`config.mk`:
```
export PLATFORM = sky130hd
export DESIGN_NAME = immediate_generate_pipe
export DESIGN_NICKNAME = d
export VERILOG_FILES = /design/src/rtl/immediate_generate_pipe.sv
export SDC_FILE = /design/constraint.sdc
export NUM_CORES = 1
export LEC_CHECK = 0
export CAP_MARGIN = 20
export CELL_PAD_IN_SITES_DETAIL_PLACEMENT = 1
export CELL_PAD_IN_SITES_GLOBAL_PLACEMENT = 2
export CORE_ASPECT_RATIO = 0.6
export CORE_MARGIN = 2
export CORE_UTILIZATION = 30
export CTS_CLUSTER_SIZE = 20
export DETAILED_ROUTE_END_ITERATION = 8
export HOLD_SLACK_MARGIN = 0.02
export PLACE_DENSITY_LB_ADDON = 0.12
export SLEW_MARGIN = 15
export SYNTH_ARGS = -nofsm -noshare
export SYNTH_HDL_FRONTEND = slang
export SYNTH_SLANG_ARGS = --single-unit
```
`constraint.sdc`:
```
create_clock -name CLK -period 1.9 [get_ports CLK]
set_input_delay 0.38 -clock CLK [delete_from_list [all_inputs] [get_ports CLK]]
set_output_delay 0.38 -clock CLK [all_outputs]
set_load 0.03 [all_outputs]
```
`src/rtl/immediate_generate_pipe.sv`:
```
// Registered immediate generator at the ID->EX boundary: decodes instruction[31:7]
// into an XLEN immediate and holds results in a 2-entry valid/ready skid buffer.
module immediate_generate_pipe #(
  parameter int XLEN  = 32,
  parameter int TAG_W = 5
) (
  input  logic             CLK,
  input  logic             RESET,
  input  logic [24:0]      IN,
  input  logic [2:0]       IMM_SEL,
  input  logic [TAG_W-1:0] IN_TAG,
  input  logic             IN_VALID,
  output logic             IN_READY,
  input  logic             FLUSH,
  output logic [XLEN-1:0]  OUT,
  output logic [TAG_W-1:0] OUT_TAG,
  output logic             OUT_VALID,
  input  logic             OUT_READY
);

  typedef enum logic [2:0] {
    SEL_U     = 3'b000,
    SEL_J     = 3'b001,
    SEL_S     = 3'b010,
    SEL_B     = 3'b011,
    SEL_I     = 3'b100,
    SEL_SHAMT = 3'b101,
    SEL_IU    = 3'b110,
    SEL_ZIMM  = 3'b111
  } sel_t;

  typedef enum logic [1:0] {
    EMPTY = 2'd0,
    ONE   = 2'd1,
    FULL  = 2'd2
  } state_t;

  typedef struct packed {
    logic [XLEN-1:0]  imm;
    logic [TAG_W-1:0] tag;
  } entry_t;

  logic [XLEN-1:0] dec_imm;
  entry_t          in_ent, head, skid;
  state_t          state, state_nxt;
  logic            in_ready_q;
  logic            accept, pop;
  logic            head_ld, head_from_skid, skid_ld;

  // Decode: sign-extending formats start from all-sign and overwrite the low field.
  always_comb begin
    dec_imm = {XLEN{IN[24]}};
    case (sel_t'(IMM_SEL))
      SEL_U: dec_imm[31:0] = {IN[24:5], 12'b0};
      SEL_J: dec_imm[20:0] = {IN[24], IN[12:5], IN[13], IN[23:14], 1'b0};
      SEL_S: dec_imm[11:0] = {IN[24:18], IN[4:0]};
      SEL_B: dec_imm[12:0] = {IN[24], IN[0], IN[23:18], IN[4:1], 1'b0};
      SEL_I: dec_imm[11:0] = IN[24:13];
      SEL_SHAMT: begin
        dec_imm = '0;
        if (XLEN == 64) dec_imm[5:0] = IN[18:13];
        else            dec_imm[4:0] = IN[17:13];
      end
      SEL_IU: begin
        dec_imm       = '0;
        dec_imm[11:0] = IN[24:13];
      end
      SEL_ZIMM: begin
        dec_imm      = '0;
        dec_imm[4:0] = IN[12:8];
      end
      default: dec_imm = '0;
    endcase
  end

  assign in_ent    = '{imm: dec_imm, tag: IN_TAG};
  assign accept    = IN_VALID & in_ready_q;
  assign pop       = (state != EMPTY) & OUT_READY;

  assign IN_READY  = in_ready_q;
  assign OUT_VALID = (state != EMPTY);
  assign OUT       = head.imm;
  assign OUT_TAG   = head.tag;

  always_comb begin
    state_nxt      = state;
    head_ld        = 1'b0;
    head_from_skid = 1'b0;
    skid_ld        = 1'b0;
    case (state)
      EMPTY: begin
        if (accept) begin
          head_ld   = 1'b1;
          state_nxt = ONE;
        end
      end
      ONE: begin
        if (accept && pop) begin
          head_ld = 1'b1;
        end else if (accept) begin
          skid_ld   = 1'b1;
          state_nxt = FULL;
        end else if (pop) begin
          state_nxt = EMPTY;
        end
      end
      FULL: begin
        if (pop) begin
          head_ld        = 1'b1;
          head_from_skid = 1'b1;
          state_nxt      = ONE;
        end
      end
      default: state_nxt = EMPTY;
    endcase
    // Flush wins over everything: same-cycle input is dropped, a same-cycle pop still happened.
    if (FLUSH) begin
      state_nxt = EMPTY;
      head_ld   = 1'b0;
      skid_ld   = 1'b0;
    end
  end

  // in_ready_q is the registered image of (state != FULL), so OUT_READY never reaches IN_READY combinationally.
  always_ff @(posedge CLK) begin
    if (!RESET) begin
      state      <= EMPTY;
      head       <= '0;
      skid       <= '0;
      in_ready_q <= 1'b0;
    end else begin
      state      <= state_nxt;
      in_ready_q <= (state_nxt != FULL);
      if (head_ld) head <= head_from_skid ? skid : in_ent;
      if (skid_ld) skid <= in_ent;
    end
  end

endmodule

```
; ---- Word-level counts from Yosys, hierarchy flattened
; Cells that the tools add are included.
[totals]
register_bits = 77
out_inout_bits = 39
[classes]
eq_ne = 10
n_mux = 21
bitwise = 2
reduce_logical = 7
[op_table]
columns = operator, count
row1 = $pmux W12 S7, 1
row2 = $mux W37, 1
row3 = $pmux W8 S3, 1
row4 = $pmux W11 S2, 1
row5 = $eq A3 B3 Y1 const B, 4
row6 = $mux W2, 6
row7 = $mux W1, 8
row8 = $eq A3 B2 Y1 const B, 2
row9 = $pmux W2 S3, 1
row10 = $reduce_or A2 Y1, 2
row11 = $eq A3 B1 Y1 const B, 1
row12 = $logic_not A3 Y1, 1
row13 = $pmux W1 S3, 1
row14 = $reduce_or A3 Y1, 1
row15 = $and A1 B1 Y1, 2
row16 = $eq A2 B1 Y1 const B, 1
row17 = $eq A2 B2 Y1 const B, 1
row18 = $logic_not A2 Y1, 1
row19 = $ne A2 B2 Y1 const B, 1
row20 = $pmux W1 S2, 1
row21 = $reduce_bool A2 Y1, 1
row22 = $logic_and A1 B1 Y1, 1

; ---- Longest topological paths before layout
[logic_depth]
depth_word = 8
ltp_mapped = 8
mapped_depth_nobuf = 4

; ---- Least setup slack after synthesis
; OpenSTA, ideal clock, no wires.
[synth_path]
kind = register to register
start = register in_ready_q, in the netlist IN_READY
end = register skid[25] in the netlist's numbering
arrival_ns = 1.456
required_time_ns = 1.784
slack_ns = 0.328
path_stages_with_launch = 6
period_less_slack_ns = 1.572
cell_sequence = dfxtp_1 > and3b_1 > nor3b_4 > buf_2 > nand3_1 > o211a_1
[synth_via]
elab_chain_len = 5
word_cells_on_any_way = 6
[synth_lines]
columns = element, line_no
row1 = start: declaration, 46  ; logic in_ready_q;
row2 = start signal: assignment, 133  ; in_ready_q <= (state_nxt != FULL);
row3 = $and A1 B1 Y1 (*), 77  ; assign accept = IN_VALID & in_ready_q;
row4 = $mux W1 / $logic_and A1 B1 Y1 (equally long branches), "100, 98"
row5 = $mux W1 (*), 98  ; if (accept && pop) begin
row6 = $mux W1 (*), 90  ; case (state)
row7 = $mux W1 (*), 117  ; if (FLUSH) begin
row8 = end signal: assignment, 135  ; if (skid_ld) skid <= in_ent;
row9 = end: declaration, 44  ; entry_t in_ent, head, skid;
; Mark *: on every way between the ends. The rest lies on a longest branch, timed or not.
; A chain may end at the register's enable or synchronous reset.

; ---- Final worst setup path
[layout_path]
start = input OUT_READY
end = register head, in the netlist OUT[19]
[layout_via]
elab_chain_len = 5
word_cells_on_any_way = 8
[layout_lines]
columns = element, line_no
row1 = start: declaration, 18  ; input logic OUT_READY
row2 = $and A1 B1 Y1 (*), 78  ; assign pop = (state != EMPTY) & OUT_READY;
row3 = $logic_and A1 B1 Y1, 98
row4 = $mux W1, 98
row5 = $pmux W1 S3, 90
row6 = $mux W1, 117
row7 = end signal: assignment, 134  ; if (head_ld) head <= head_from_skid ? skid : in_ent;
row8 = end: declaration, 44
; Marked as above.

==> results.sh <==
export IMPL_synth_edf_count=0
export IMPL_ys_top_cells_by_area="dfxtp_1 42%, o21ai_0 7.0%, o211a_1 5.8%"
export IMPL_dr_pass1_iters=4
export IMPL_cts_buffer_depth=2
export IMPL_tightest_slew_ps=372
export IMPL_core_area_sq_um=11900
export IMPL_cts_sink_count=77
export IMPL_cts_root_buf="clkbuf_16"
export IMPL_max_freq_ghz=0.558
export IMPL_rsz0062_at_grt="no"
export IMPL_hpwlAfterDp_mm=8.08
export IMPL_p_leak_uw=0.00208
export IMPL_hold_end="skid[19]$_SDFFE_PN0P_"
export IMPL_chipHeight_um=89.4
export IMPL_drv_slew=0
export IMPL_gp_congestion=0.768
export IMPL_min_path_type="input pin to register"
export IMPL_syn_nets=461
export IMPL_r2r_end="OUT[28]$_SDFFE_PN0P_"
export IMPL_cp_required_ps=2150
export IMPL_dieArea_sq_um=13100
export IMPL_layout_drive_gt1_share_pct=15.4
export IMPL_grt_overflow_total=0
export IMPL_antenna_found_initial=0
export IMPL_place_ws_ps=-357
export IMPL_syn_inst=423
export IMPL_p_seq_share_pct=42.1
export IMPL_syn_area_per_cell_sq_um=8.61
export IMPL_fin_crit_ps=1790
export IMPL_synthesis_area_sq_um=3640
export IMPL_async_reset_ff_share_pct=0
export IMPL_ant_nets=0
export IMPL_finalWirelength_mm=11.5
export IMPL_yosysMostFrequentCell="dfxtp_1"
export IMPL_path_max_fanout=8
export IMPL_drc=0
export IMPL_yosys_warnings=0
export IMPL_startpoint_type="input pin"
export IMPL_ff2ff_path_depth=6
export IMPL_r2r_start="state[1]$_SDFF_PN0_"
export IMPL_vias=3570
export IMPL_cp_arrival_ps=2040
export IMPL_hold_depth=3
export IMPL_vias_per_cell=5.27
export IMPL_p_int_uw=2990
export IMPL_yosys_most_used_dff="dfxtp_1"
export IMPL_diodes=0
export IMPL_fin_crit_sh_pct=94.4
export IMPL_num_rows=31
export IMPL_p_clk_share_pct=44.3
export IMPL_max_slew_margin_rel_pct=75.2
export IMPL_pin_count=77
export IMPL_switchingPower_uw=975
export IMPL_fin_ws_ps=107
export IMPL_cts_tree="yes"
export IMPL_area_delta_synth_final_pct=40.6
export IMPL_p_per_area_nw_per_um2=774
export IMPL_synth_cell_type_count=44
export IMPL_hold_violations=0
export IMPL_clock_skew_ps=8.64
export IMPL_grtUsageTotal_pct=18.1
export IMPL_clk_pin_slew_ps=60
export IMPL_hold_buffers=0
export IMPL_drtIter0Drc=140
export IMPL_ir_worst_vdd_uv=412
export IMPL_wl_per_cell_um=16.9
export IMPL_cts_made_buffers=9
export IMPL_synth_common_cells="77 x dfxtp_1, 51 x o21ai_0, 41 x nand3_1"
export IMPL_yosysTopAreaCellShare_pct=42.3
export IMPL_grt_pass1_vias=3594
export IMPL_status="complete, no violations"
export IMPL_grt_first_pass_wirelength_mm=18.8
export IMPL_fp_dieW_um=146
export IMPL_initial_core_util_pct=30.5
export IMPL_synth_seq_area_share_pct=42.3
export IMPL_setup_viol=0
export IMPL_grt_max_degree=40
export IMPL_clkLatencyLatePin_ps=340
export IMPL_ys_ff_latch=77
export IMPL_crit_type="input pin to register"
export IMPL_synth_top_area_cell="dfxtp_1"
export IMPL_netSwitchingFraction_pct=24.6
export IMPL_port_buffers=76
export IMPL_min_from="RESET"
export IMPL_cap_violations=0
export IMPL_cts_setup_buffers=0
export IMPL_combPwrFrac_pct=13.6
export IMPL_cts_htree_levels=3
export IMPL_placed_cells=663
export IMPL_r2r_slack_ps=210
export IMPL_nets=547
export IMPL_end_kind="register"
export IMPL_layout_cells_non_filler=678
-- how the worst max path moves through the flow --
stage | from | to | slack, ps | cells after the start
after floorplan | IN_READY$_SDFF_PN0_ | skid[25]$_SDFFE_PN0P_ | 330 | 5
after global placement | IMM_SEL[1] | OUT[19]$_SDFFE_PN0P_ | -250 | 6
after detailed placement | IMM_SEL[1] | OUT[19]$_SDFFE_PN0P_ | -360 | 6
after CTS | OUT[10]$_SDFFE_PN0P_ | OUT[10] | 100 | 1
after global routing | OUT_READY | OUT[19]$_SDFFE_PN0P_ | 20 | 6
final | OUT_READY | OUT[19]$_SDFFE_PN0P_ | 110 | 6
-- critical path, cell delays in order --
cell and delay, ps:
clkdlybuf4s50_1 500, nand2b_1 240, buf_4 160, a32o_1 260
nand2_1 240, o21ai_0 250
-- metrics by stage --
stage                     utilization [%]  cell area [sq um]  total power [uW]  TNS [ps]  hold slack [ps]
after floorplan                         -               3640              1970         0              431
after CTS                            42.9               5120              4030         0              394
after global routing                 42.9               5120              4140         0              420
after detailed placement             40.3               4820              2240    -11910              451
after global placement               40.3               4820              2230     -8180              441
final                                42.9               5120              3960         0              407
-- cell type report --
type                    count  area, sq um
clock buffers              12          256
clock inverters             3         45.0
fillers                  1410         6820
inverters                   1         3.75
multi-input cells         303         1890
flip-flops and latches     77         1540
well taps                 165          206
repair buffers            117         1170
-- cells in the final DEF (no fill, tap or decap), types with 2 or more instances in the layout --
master,Yosys,final
and2_1,4,4
o22ai_1,2,2
a31oi_1,9,9
mux2i_1,2,2
a21oi_1,11,11
and3b_1,2,2
nand2b_1,2,2
a32oi_1,4,4
a31o_2,17,17
clkbuf_16,0,9
buf_12,0,9
nand3b_1,5,5
a22oi_1,4,4
o211a_1,21,21
nor2_1,24,23
or2_2,2,2
nor3b_1,2,2
a32o_1,5,5
buf_4,6,32
nand2_1,33,33
o21ai_0,51,51
clkbuf_8,0,2
clkinvlp_4,0,2
a211oi_1,12,12
dfxtp_1,77,77
a31o_1,2,2
nand3_1,41,41
a221oi_1,6,6
a21boi_1,8,8
clkdlybuf4s50_1,0,74
nor2b_1,16,16
a21boi_0,4,4
nor3_1,2,2
-- power groups by stage --
stage               Sequential, uW  Clock [uW]  Combinational (uW)
CTS                           1670        1820                 543
floorplan                     1760           0                 212
detailed placement            1700           0                 540
global route                  1670        1880                 585
finish                        1670        1760                 539
global placement              1700           0                 531
-- kinds of logic (layout without fill, tap and decap cells) --
kind of cell | count (synthesis) | after routing | share of synthesized area (%)
AO/OA/AOI/OAI | 162 | 162 | 31.9
AND/OR/NAND/NOR | 139 | 139 | 19.5
flip-flops | 77 | 77 | 42.3
buffers and inverters | 43 | 133 | 5.74
multiplexers | 2 | 2 | 0.550
-- per-layer routing --
metal	global-route usage [%]	vias to the layer above	wire, um
li1	-	1737	-
met1	24.2	1743	5850
met2	29.6	79	5030
met3	4.69	11	498
met4	4.41	0	112
met5	0	-	0
-- what timing repair did --
action / CTS / global route
hold endpoints to repair: 0 / 0
endpoints found under the setup margin: 2 / 0
resized for setup: 2 / 0
-- registers in the layout (all words and copies together), names as in the netlist --
signal and count:
OUT 32, state 2, skid 37, OUT_TAG 5
IN_READY 1
(Power assumes the default switching activity.)
